$ cat src/rtl/mem_arbiter.sv
// Shares one single-ported RAM between instruction and data streams.
// Data wins arbitration unless instructions have waited MAX_DSTREAK grants.
module mem_arbiter #(
  parameter int WORD_W      = 32,
  parameter int MAX_DSTREAK = 4,
  parameter int TIMEOUT     = 15
) (
  input  logic              CLK,
  input  logic              nRST,
  input  logic              iREN,
  input  logic [WORD_W-1:0] iaddr,
  output logic              iwait,
  output logic [WORD_W-1:0] iload,
  input  logic              dREN,
  input  logic              dWEN,
  input  logic [WORD_W-1:0] daddr,
  input  logic [WORD_W-1:0] dstore,
  output logic              dwait,
  output logic [WORD_W-1:0] dload,
  output logic              ramREN,
  output logic              ramWEN,
  output logic [WORD_W-1:0] ramaddr,
  output logic [WORD_W-1:0] ramstore,
  input  logic [WORD_W-1:0] ramload,
  input  logic [1:0]        ramstate,
  output logic              err
);

  typedef enum logic [1:0] {
    IDLE,
    GNT_I,
    GNT_D
  } state_t;

  localparam logic [1:0] RS_ACCESS = 2'b10;
  localparam logic [1:0] RS_ERROR  = 2'b11;
  localparam int SW = $clog2(MAX_DSTREAK + 1);
  localparam int TW = $clog2(TIMEOUT + 1);
  localparam logic [SW-1:0] SMAX  = SW'(MAX_DSTREAK);
  localparam logic [TW-1:0] TLAST = TW'(TIMEOUT - 1);

  state_t        state;
  logic [SW-1:0] dstreak;
  logic [TW-1:0] tcnt;

  logic dreq;
  logic ifav;
  logic own;
  logic access;

  assign dreq   = dREN | dWEN;
  assign ifav   = iREN && (dstreak == SMAX);
  assign own    = (state == GNT_I) ? iREN : dreq;
  assign access = (ramstate == RS_ACCESS);
  assign iload  = ramload;
  assign dload  = ramload;

  always_comb begin
    ramREN   = 1'b0;
    ramWEN   = 1'b0;
    ramaddr  = '0;
    ramstore = '0;
    iwait    = 1'b1;
    dwait    = 1'b1;
    unique case (state)
      GNT_I: begin
        ramREN  = iREN;
        ramaddr = iaddr;
        iwait   = ~(iREN & access);
      end
      GNT_D: begin
        ramREN   = dREN & ~dWEN;
        ramWEN   = dWEN;
        ramaddr  = daddr;
        ramstore = dstore;
        dwait    = ~(dreq & access);
      end
      default: ;
    endcase
  end

  always_ff @(posedge CLK) begin
    if (!nRST) begin
      state   <= IDLE;
      dstreak <= '0;
      tcnt    <= '0;
      err     <= 1'b0;
    end else begin
      unique case (state)
        IDLE: begin
          tcnt <= '0;
          if (dreq && !ifav)
            state <= GNT_D;
          else if (iREN)
            state <= GNT_I;
        end
        default: begin
          if (!own) begin
            state <= IDLE;
            tcnt  <= '0;
          end else if (access) begin
            state <= IDLE;
            tcnt  <= '0;
            if (state == GNT_I || !iREN)
              dstreak <= '0;
            else if (dstreak != SMAX)
              dstreak <= dstreak + 1'b1;
          end else if (ramstate == RS_ERROR || tcnt >= TLAST) begin
            // abort: this cycle is the last one allowed without ACCESS
            err   <= 1'b1;
            state <= IDLE;
            tcnt  <= '0;
          end else begin
            tcnt <= tcnt + 1'b1;
          end
        end
      endcase
    end
  end

endmodule

$ cat config.mk
export PLATFORM = sky130hd
export DESIGN_NAME = mem_arbiter
export DESIGN_NICKNAME = d
export VERILOG_FILES = /design/src/rtl/mem_arbiter.sv
export SDC_FILE = /design/constraint.sdc
export NUM_CORES = 1
export LEC_CHECK = 0
export ABC_AREA = 0
export CAP_MARGIN = 20
export CORE_AREA = 2 2 104 106
export DETAILED_ROUTE_END_ITERATION = 7
export DIE_AREA = 0 0 106 108
export GPL_TIMING_DRIVEN = 0
export HOLD_SLACK_MARGIN = 0.08
export RECOVER_POWER = 100
export SLEW_MARGIN = 10
export SYNTH_ARGS = -nofsm -noshare
export SYNTH_HDL_FRONTEND = slang
export SYNTH_SLANG_ARGS = --single-unit
$ cat constraint.sdc
create_clock -name CLK -period 1.66 [get_ports CLK]
set_input_delay 0.166 -clock CLK [delete_from_list [all_inputs] [get_ports CLK]]
set_output_delay 0.166 -clock CLK [all_outputs]
set_load 0.005 [all_outputs]
==> results.md <==
Run status:
- The flow ran to the end, but the final reports show violations.
- The final reports fail on setup timing.

Timing:
- After layout, the worst path uses 103.7% of the clock period.
- The clock skew is about 0.0019 ns.
- Static timing analysis puts the maximum clock frequency at ~580 MHz.
- The minimum clock period after layout is between 1.5 and 2 ns.
- For the final routed database, the setup TNS stands at -0.7111 ns.
- Setup repair after global routing could not meet its margin everywhere.
- The actual slew at the worst max-slew pin is just under 0.4 ns.
- The relative max-transition margin is between 70% and 80%.
- The number of endpoints failing setup at the final stage is 29.
- The final count of hold timing violations is 0.
- The number of max-slew violations in the final report is 0.
- Once routing completed, OpenROAD measured the worst setup slack at -0.06162 ns.

Logic synthesis:
- The fraction of registers with async set/reset is 0%.
- After synthesis, the share of cell area in mux cells is 0%.
- Ranked by total cell area, the synthesized netlist is headed by sky130_fd_sc_hd__buf_4 26%, sky130_fd_sc_hd__a22oi_1 13%, sky130_fd_sc_hd__and2_1 11%.
- The top-area cell type share of the netlist area is a little over a quarter.
- The post-synthesis sequential element count is 10.
- The number of warnings issued by yosys is 0.
- After synthesis, flip-flops and latches occupy 11.01% of the total area.
- In the synthesized netlist, the number of instances is 248.
- After synthesis, the mean cell area works out to roughly 7.3 um2.
- The main flop type after synthesis is sky130_fd_sc_hd__dfxtp_1.
- The largest total area in the synthesized netlist belongs to sky130_fd_sc_hd__buf_4.
- After Yosys synthesis, and, or, nand and nor cells account for about a third of the synthesized area.
- The synthesized netlist devotes slightly below 5% of its cell area to adder and majority cells.
- Counting flops with a built-in enable in the synthesized netlist gives 0.
- The distinct cell type count of the synthesized netlist is 32.
- In this run the cell area of the synthesized design comes to about 0.0018 mm2.
- The xor-xnor portion of the synthesized cell area is less than 1%.
- The share of the synthesized area in compound gates (AO/OA/AOI/OAI) is 17.83%.
- The dominant combinational cell family by area after synthesis is simple AND/OR/NAND/NOR gates.
- The number of nets in the synthesized netlist is 390.

Clock tree:
- After clock tree synthesis, the clock-pin slew on the worst setup and hold paths is 0.05 ns.
- The count of H-tree levels built during CTS is 1.
- The cell chosen for the clock root is sky130_fd_sc_hd__clkbuf_8.
- Counting every sink on the clock net gives 10.
- The number of buffers added by the clock tree synthesis step is 3.
- The number of buffers inserted for hold repair after clock tree synthesis is 0.
- The clock tree from TritonCTS is yes.
- The source-to-sink clock delay at the later pin of the worst-skew pair is 0.23 ns.
- The maximum number of buffers from clock root to sink is 2.

Worst hold path:
- The worst hold path passes through 2 cells.
- The endpoint with the worst hold slack is err$_SDFFE_PN0P_.
- The worst hold path class is flip-flop to flip-flop.
- The startpoint identified for the worst hold timing path is err$_SDFFE_PN0P_.

Setup path:
- Along the worst path, the maximum fanout reaches 7.
- The family of cells with the greatest summed delay on the critical path is buffers and inverters.
- The worst register-to-register path has a setup slack of -0.03 ns.
- The buffer and inverter count on the worst path is 5.
- The critical-path cell with the highest stage delay is sky130_fd_sc_hd__dfxtp_4.
- The kind of capture point of the worst setup path is an output port.
- The nature of the critical path startpoint is a flip-flop.
- The endpoint of the worst-slack reg-to-reg timing path is dstreak[1]$_SDFFE_PN0P_.
- In this design, the stage delay of the slowest critical-path cell is approximately 0.36 ns.
- The required arrival time at the worst endpoint is approximately 1.5 ns.
- The worst setup path is of the flip-flop to output port kind.
- The worst flop-to-flop path startpoint is state[1]$_SDFFE_PN0P_.
- The worst endpoint data arrival time is 1.56 ns.
- The worst register-to-register path has a depth of 8.
- Walking the worst path, the cells encountered are inv_4 > ha_4 > clkbuf_16 > buf_8 > buf_6 > a22oi_2 > nor2b_1 > buf_2.

GRT:
- The largest net degree at the start of global routing is 11.
- The aggregate global routing overflow is 0.
- The global-route usage over all layers is between 10% and 20%.
- The number of global-route vias before repair was ~2,700.
- The first global-routing pass estimated between 15 and 20 mm of wire.
- The number of antenna violations at the first check in global routing was 0.

Drt:
- The number of design-rule violations left by the first detailed-router iteration is 44.
- The length of the first detailed-routing pass in iterations is 4.
- The detail route stage leaves a number of antenna-violating nets equal to 0.
- The detailed-route via count is approximately 2,700.
- Using the TritonRoute via totals, the vias-per-cell ratio works out to just over 4.
- The DRC violations left is 0.
- The sum of routed wire length over all layers is a little over 10 mm.
- The wire length per cell after detailed routing is ~15 um.

Layout:
- The total area of sequential cells is between 200 and 250 um2.
- The layout has between 900 and 1,000 filler cells.
- The final design instance area without fill is roughly 0.005 mm2.
- The count of inserted antenna diode cells is 0.
- Leaving out fill and tap cells, the most frequent cells in the layout are 102 x sky130_fd_sc_hd__clkdlybuf4s50_1, 79 x sky130_fd_sc_hd__buf_4, 65 x sky130_fd_sc_hd__dlygate4sd3_1.
- The multi-input combinational cells in the finished layout cover a total of roughly 0.0013 mm2.
- The filler-free cell count of the finished design is 664.
- The final net count is around 670.
- The area growth from synthesis to layout is 177.4%.
- The fraction of final layout cells sized beyond drive strength 1 is between 40% and 50%.
- The library cell used most frequently in the layout, excluding fill and tap cells, is sky130_fd_sc_hd__clkdlybuf4s50_1.

Floorplanning:
- The initial standard-cell utilization of the core is between 15 and 20%.
- The die covers around 0.011 mm2.
- After floorplanning, the core was divided into 37 placement rows.
- The boundary pin count is between 200 and 300.
- The y dimension of the die is roughly 110 um.
- The area of the placeable core is roughly 0.01 mm2.
- The die boundary width is between 100 and 150 um.

Place:
- Once placement finished, the instance area stood at around 0.0043 mm2.
- The total of buffers placed on input and output ports is between 200 and 250.
- Summed over all nets, the half-perimeter wirelength after detailed placement is around 8.1 mm.
- The final weighted congestion of routability-driven global placement is roughly 0.81.
- The placed cell count is between 600 and 700.

Power and ir drop:
- The analysis attributes to cell leakage a power of ~2.2 nW.
- The power per cell area is around 370 mW/mm2.
- The worst-case vdd ir drop is roughly 0.00033 V.
- The design draws between 1.5 and 2 mW.

Job:
- The total of max-cap violations is 0.
-- cells in the mapped netlist (2+ instances only) --
| library cell | number |
|---|---|
| sky130_fd_sc_hd__and3_1 | 2 |
| sky130_fd_sc_hd__nor2_1 | 6 |
| sky130_fd_sc_hd__dfxtp_1 | 10 |
| sky130_fd_sc_hd__o22ai_1 | 2 |
| sky130_fd_sc_hd__nor2b_1 | 33 |
| sky130_fd_sc_hd__ha_1 | 7 |
| sky130_fd_sc_hd__buf_4 | 64 |
| sky130_fd_sc_hd__and2b_1 | 2 |
| sky130_fd_sc_hd__and2_1 | 33 |
| sky130_fd_sc_hd__nand2_1 | 10 |
| sky130_fd_sc_hd__o211ai_1 | 2 |
| sky130_fd_sc_hd__o21ai_0 | 3 |
| sky130_fd_sc_hd__inv_1 | 7 |
| sky130_fd_sc_hd__clkbuf_1 | 12 |
| sky130_fd_sc_hd__a22oi_1 | 32 |
| sky130_fd_sc_hd__nand3_1 | 4 |
| sky130_fd_sc_hd__nand4_1 | 4 |
-- area by class of cell --
class                      count  share of cell area, %
buffer                        77                  14.00
clock buffer                   4                  1.092
inverter                       7                 0.6203
multi-input combinational    152                  26.28
sequential                    10                  4.119
tap                          136                  3.375
timing repair buffer         278                  50.52
-- through the flow --
step	hold slack, ns	setup slack (ns)	utilization (%)
after global routing	0.5042	-0.1197	49.28
after global placement	0.4438	-0.5742	42.42
after floorplan	0.3401	0.2595	-
after CTS	0.4648	-0.1544	48.15
after detailed placement	0.4484	-0.5301	42.42
final	0.4540	-0.06162	49.28
-- tightest hold or removal path: cells and delay by family (launching register included) --
kind	cells	cell delay, ns
and+or+nand+nor	2	0.10
DFF	1	0.31
-- how the worst max path moves through the flow --
| stage | cells past startpoint | end | slack [ns] | from |
|---|---|---|---|---|
| after floorplan | 7 | dstreak[2]$_SDFFE_PN0P_ | 0.26 | state[1]$_SDFFE_PN0P_ |
| after global placement | 6 | ramREN | -0.57 | state[0]$_SDFFE_PN0P_ |
| after detailed placement | 6 | ramREN | -0.53 | state[0]$_SDFFE_PN0P_ |
| after CTS | 9 | ramaddr[13] | -0.15 | state[1]$_SDFFE_PN0P_ |
| after global routing | 8 | state[1]$_SDFFE_PN0P_ | -0.12 | state[1]$_SDFFE_PN0P_ |
| final | 8 | ramaddr[16] | -0.06 | state[1]$_SDFFE_PN0P_ |
-- state kept, by name, summed over array words and instances (netlist names) --
name     flops
err          1
tcnt         4
dstreak      3
state        2
-- per-layer routing --
layer	part of all wire [%]	wire length, um	global-route usage [%]	up-vias
met1	36	3696	17.97	1269
met5	0	0	0	-
met2	56	5724	33.00	106
met4	0.87	89	2.538	0
met3	7.2	740	4.280	8
li1	-	-	-	1329
-- report_power, final --
part           internal (mW)  switching (mW)
logic                  0.894           0.428
registers              0.247         0.00744
clock network          0.208          0.0942
-- logic make-up after synthesis --
group | Yosys count
flip-flops | 10
AND/OR/NAND/NOR | 99
buffers and inverters | 86
adder cells (fa/ha/maj) | 7
XOR/XNOR | 2
AO/OA/AOI/OAI | 44
-- timing repair --
action,4_1_cts,5_1_grt
pin swaps,22,12
setup buffers,29,11
gates resized for setup,336,64
setup endpoints to repair,68,67
gates cloned,5,1
(Power assumes the default switching activity.)
==> RTL edit, RTL diff (config.mk and constraints unchanged) <==
Reset style: asynchronous (`nRST`), changed in one clocked block.
--- a/src/rtl/mem_arbiter.sv
+++ b/src/rtl/mem_arbiter.sv
@@ -80,5 +80,5 @@
   end
 
-  always_ff @(posedge CLK) begin
+  always_ff @(posedge CLK or negedge nRST) begin
     if (!nRST) begin
       state   <= IDLE;
Behaviour: differs if nRST is asserted again (counterexample within 4 cycles, from zero or initial values and one cycle with nRST low); with nRST held inactive, the same outputs for 10 cycles.
==> RTL edit against the unedited design <==
- the run still ends with negative setup slack left
- non-clock buffer count down 15
- setup slack worse by 0.097 ns
- final area shrank 2.2%
- synthesized area up 0.21%
- routed wire length down 1.9%
- sequential cell count is the same
Power is not compared: it rests on default switching activity, and its combinational part moved more than twofold at a synthesized area within 25%.
==> RTL edit: results (changes against the unedited design) <==
<table>
<tr><th>Metric</th><th>Value</th></tr>
<tr><th colspan="2">STA</th></tr>
<tr><td>Final worst hold slack</td><td>0.320 ns (-0.134 ns)</td></tr>
<tr><td>Number of endpoints failing setup at the final stage</td><td>62 (+110%)</td></tr>
<tr><td>Skew final</td><td>0.00577 ns (+0.00390 ns)</td></tr>
<tr><td>Fin worst setup slack</td><td>-0.159 ns (-0.0975 ns)</td></tr>
<tr><th colspan="2">Worst setup path</th></tr>
<tr><td>Critical Path Max Stage Delay</td><td>0.41 ns (+0.05 ns)</td></tr>
<tr><td>Launch point of the worst reg-to-reg path</td><td>state[1]$_DFFE_PN0P_</td></tr>
<tr><td>Termination of the worst setup path</td><td>ramaddr[15]</td></tr>
<tr><td>Max stage delay cell, worst path</td><td>sky130_fd_sc_hd__dfrtp_1</td></tr>
<tr><th colspan="2">Global routing</th></tr>
<tr><td>Wire length of the first global-routing pass</td><td>14.7 mm (-3.0%)</td></tr>
<tr><th colspan="2">Hold path</th></tr>
<tr><td>Worst min path class</td><td>primary input to asynchronous set/reset pin</td></tr>
<tr><th colspan="2">Logic synthesis</th></tr>
<tr><td>Mux cell area share after synthesis</td><td>0.618% (+0.62 points)</td></tr>
<tr><td>Xor and xnor area share after synthesis</td><td>0.962% (-0.0020 points)</td></tr>
<tr><td>Top area cells in the synthesized netlist</td><td>sky130_fd_sc_hd__buf_4 (26%), sky130_fd_sc_hd__dfrtp_1 (14%), sky130_fd_sc_hd__a22oi_1 (13%)</td></tr>
<tr><td>Most frequent cells after synthesis</td><td>sky130_fd_sc_hd__buf_4 (64), sky130_fd_sc_hd__nor2b_1 (35), sky130_fd_sc_hd__a22oi_1 (32), sky130_fd_sc_hd__and2_1 (32), sky130_fd_sc_hd__clkbuf_1 (12)</td></tr>
<tr><td>Adder-Cell Fraction of Synth Area</td><td>4.81% (-0.0099 points)</td></tr>
<tr><td>Gate count after technology mapping</td><td>238 (-4.0%)</td></tr>
<tr><td>Share of synthesized flip-flops with an asynchronous set or reset</td><td>100% (+100 points)</td></tr>
<tr><td>Number of distinct library cells after synthesis</td><td>33 (+3.1%)</td></tr>
<tr><td>Post-synth top flop</td><td>sky130_fd_sc_hd__dfrtp_1</td></tr>
<tr><th colspan="2">Placement</th></tr>
<tr><td>Placed Cells</td><td>609 (-1.6%)</td></tr>
<tr><td>Area of placed instances</td><td>0.00434 sq mm (about the same)</td></tr>
<tr><td>Pre-CTS setup slack</td><td>-0.743 ns (-0.213 ns)</td></tr>
<tr><th colspan="2">Layout</th></tr>
<tr><td>Ratio of cells with drive above 1 in the final layout</td><td>47.9% (+0.56 points)</td></tr>
<tr><th colspan="2">Run status</th></tr>
<tr><td>Violations in the final reports</td><td>negative setup slack</td></tr>
<tr><td>Result of the run</td><td>complete, but fails checks</td></tr>
<tr><th colspan="2">Routing</th></tr>
<tr><td>First DRT Iteration DRCs</td><td>98 (+120%)</td></tr>
</table>
RTL edit: cell count changes after synthesis, moves of 2 or more:
| cell | unedited run | this run |
|---|---|---|
| sky130_fd_sc_hd__a21oi_1 | 0 | 3 |
| sky130_fd_sc_hd__and2b_1 | 2 | 0 |
| sky130_fd_sc_hd__dfrtp_1 | 0 | 10 |
| sky130_fd_sc_hd__dfxtp_1 | 10 | 0 |
| sky130_fd_sc_hd__inv_1 | 7 | 5 |
| sky130_fd_sc_hd__nand2_1 | 10 | 4 |
| sky130_fd_sc_hd__nand3_1 | 4 | 2 |
| sky130_fd_sc_hd__nand4_1 | 4 | 0 |
| sky130_fd_sc_hd__nor2_1 | 6 | 4 |
| sky130_fd_sc_hd__nor2b_1 | 33 | 35 |
| sky130_fd_sc_hd__o21ai_0 | 3 | 6 |
| sky130_fd_sc_hd__o22ai_1 | 2 | 0 |
RTL edit: layer usage:
layer	wire, microns	vias up	GRT usage (%)
met5	0	-	0
met4	93	0	2.26
met3	494	6	2.23
met2	5560	101	32.3
met1	3910	1174	18.4
li1	-	1266	-
RTL edit: layout make-up:
class	count	area [sq um]	share of cell area (%)
multi-input combinational	145	1290	26.2
inverter	5	18.8	0.381
clock buffer	3	41.3	0.837
tap	136	170	3.45
timing repair buffer	262	2450	49.7
sequential	10	250	5.07
buffer	78	707	14.3
RTL edit: where the power goes:
| group | switching (W) | internal, W | total [W] |
|---|---|---|---|
| clock network | 0.0000808 | 0.000158 | 0.000238 |
| registers | 0.0000598 | 0.000301 | 0.000361 |
| logic | 0.00158 | 0.00259 | 0.00417 |
| total | 0.00172 | 0.00305 | 0.00476 |
RTL edit: what timing repair did:
action	CTS	global route
gates resized for setup	363	57
setup buffers	19	4
endpoints found under the hold margin	0	0
pin swaps	21	17
setup endpoints to repair	76	70
cloned	7	0
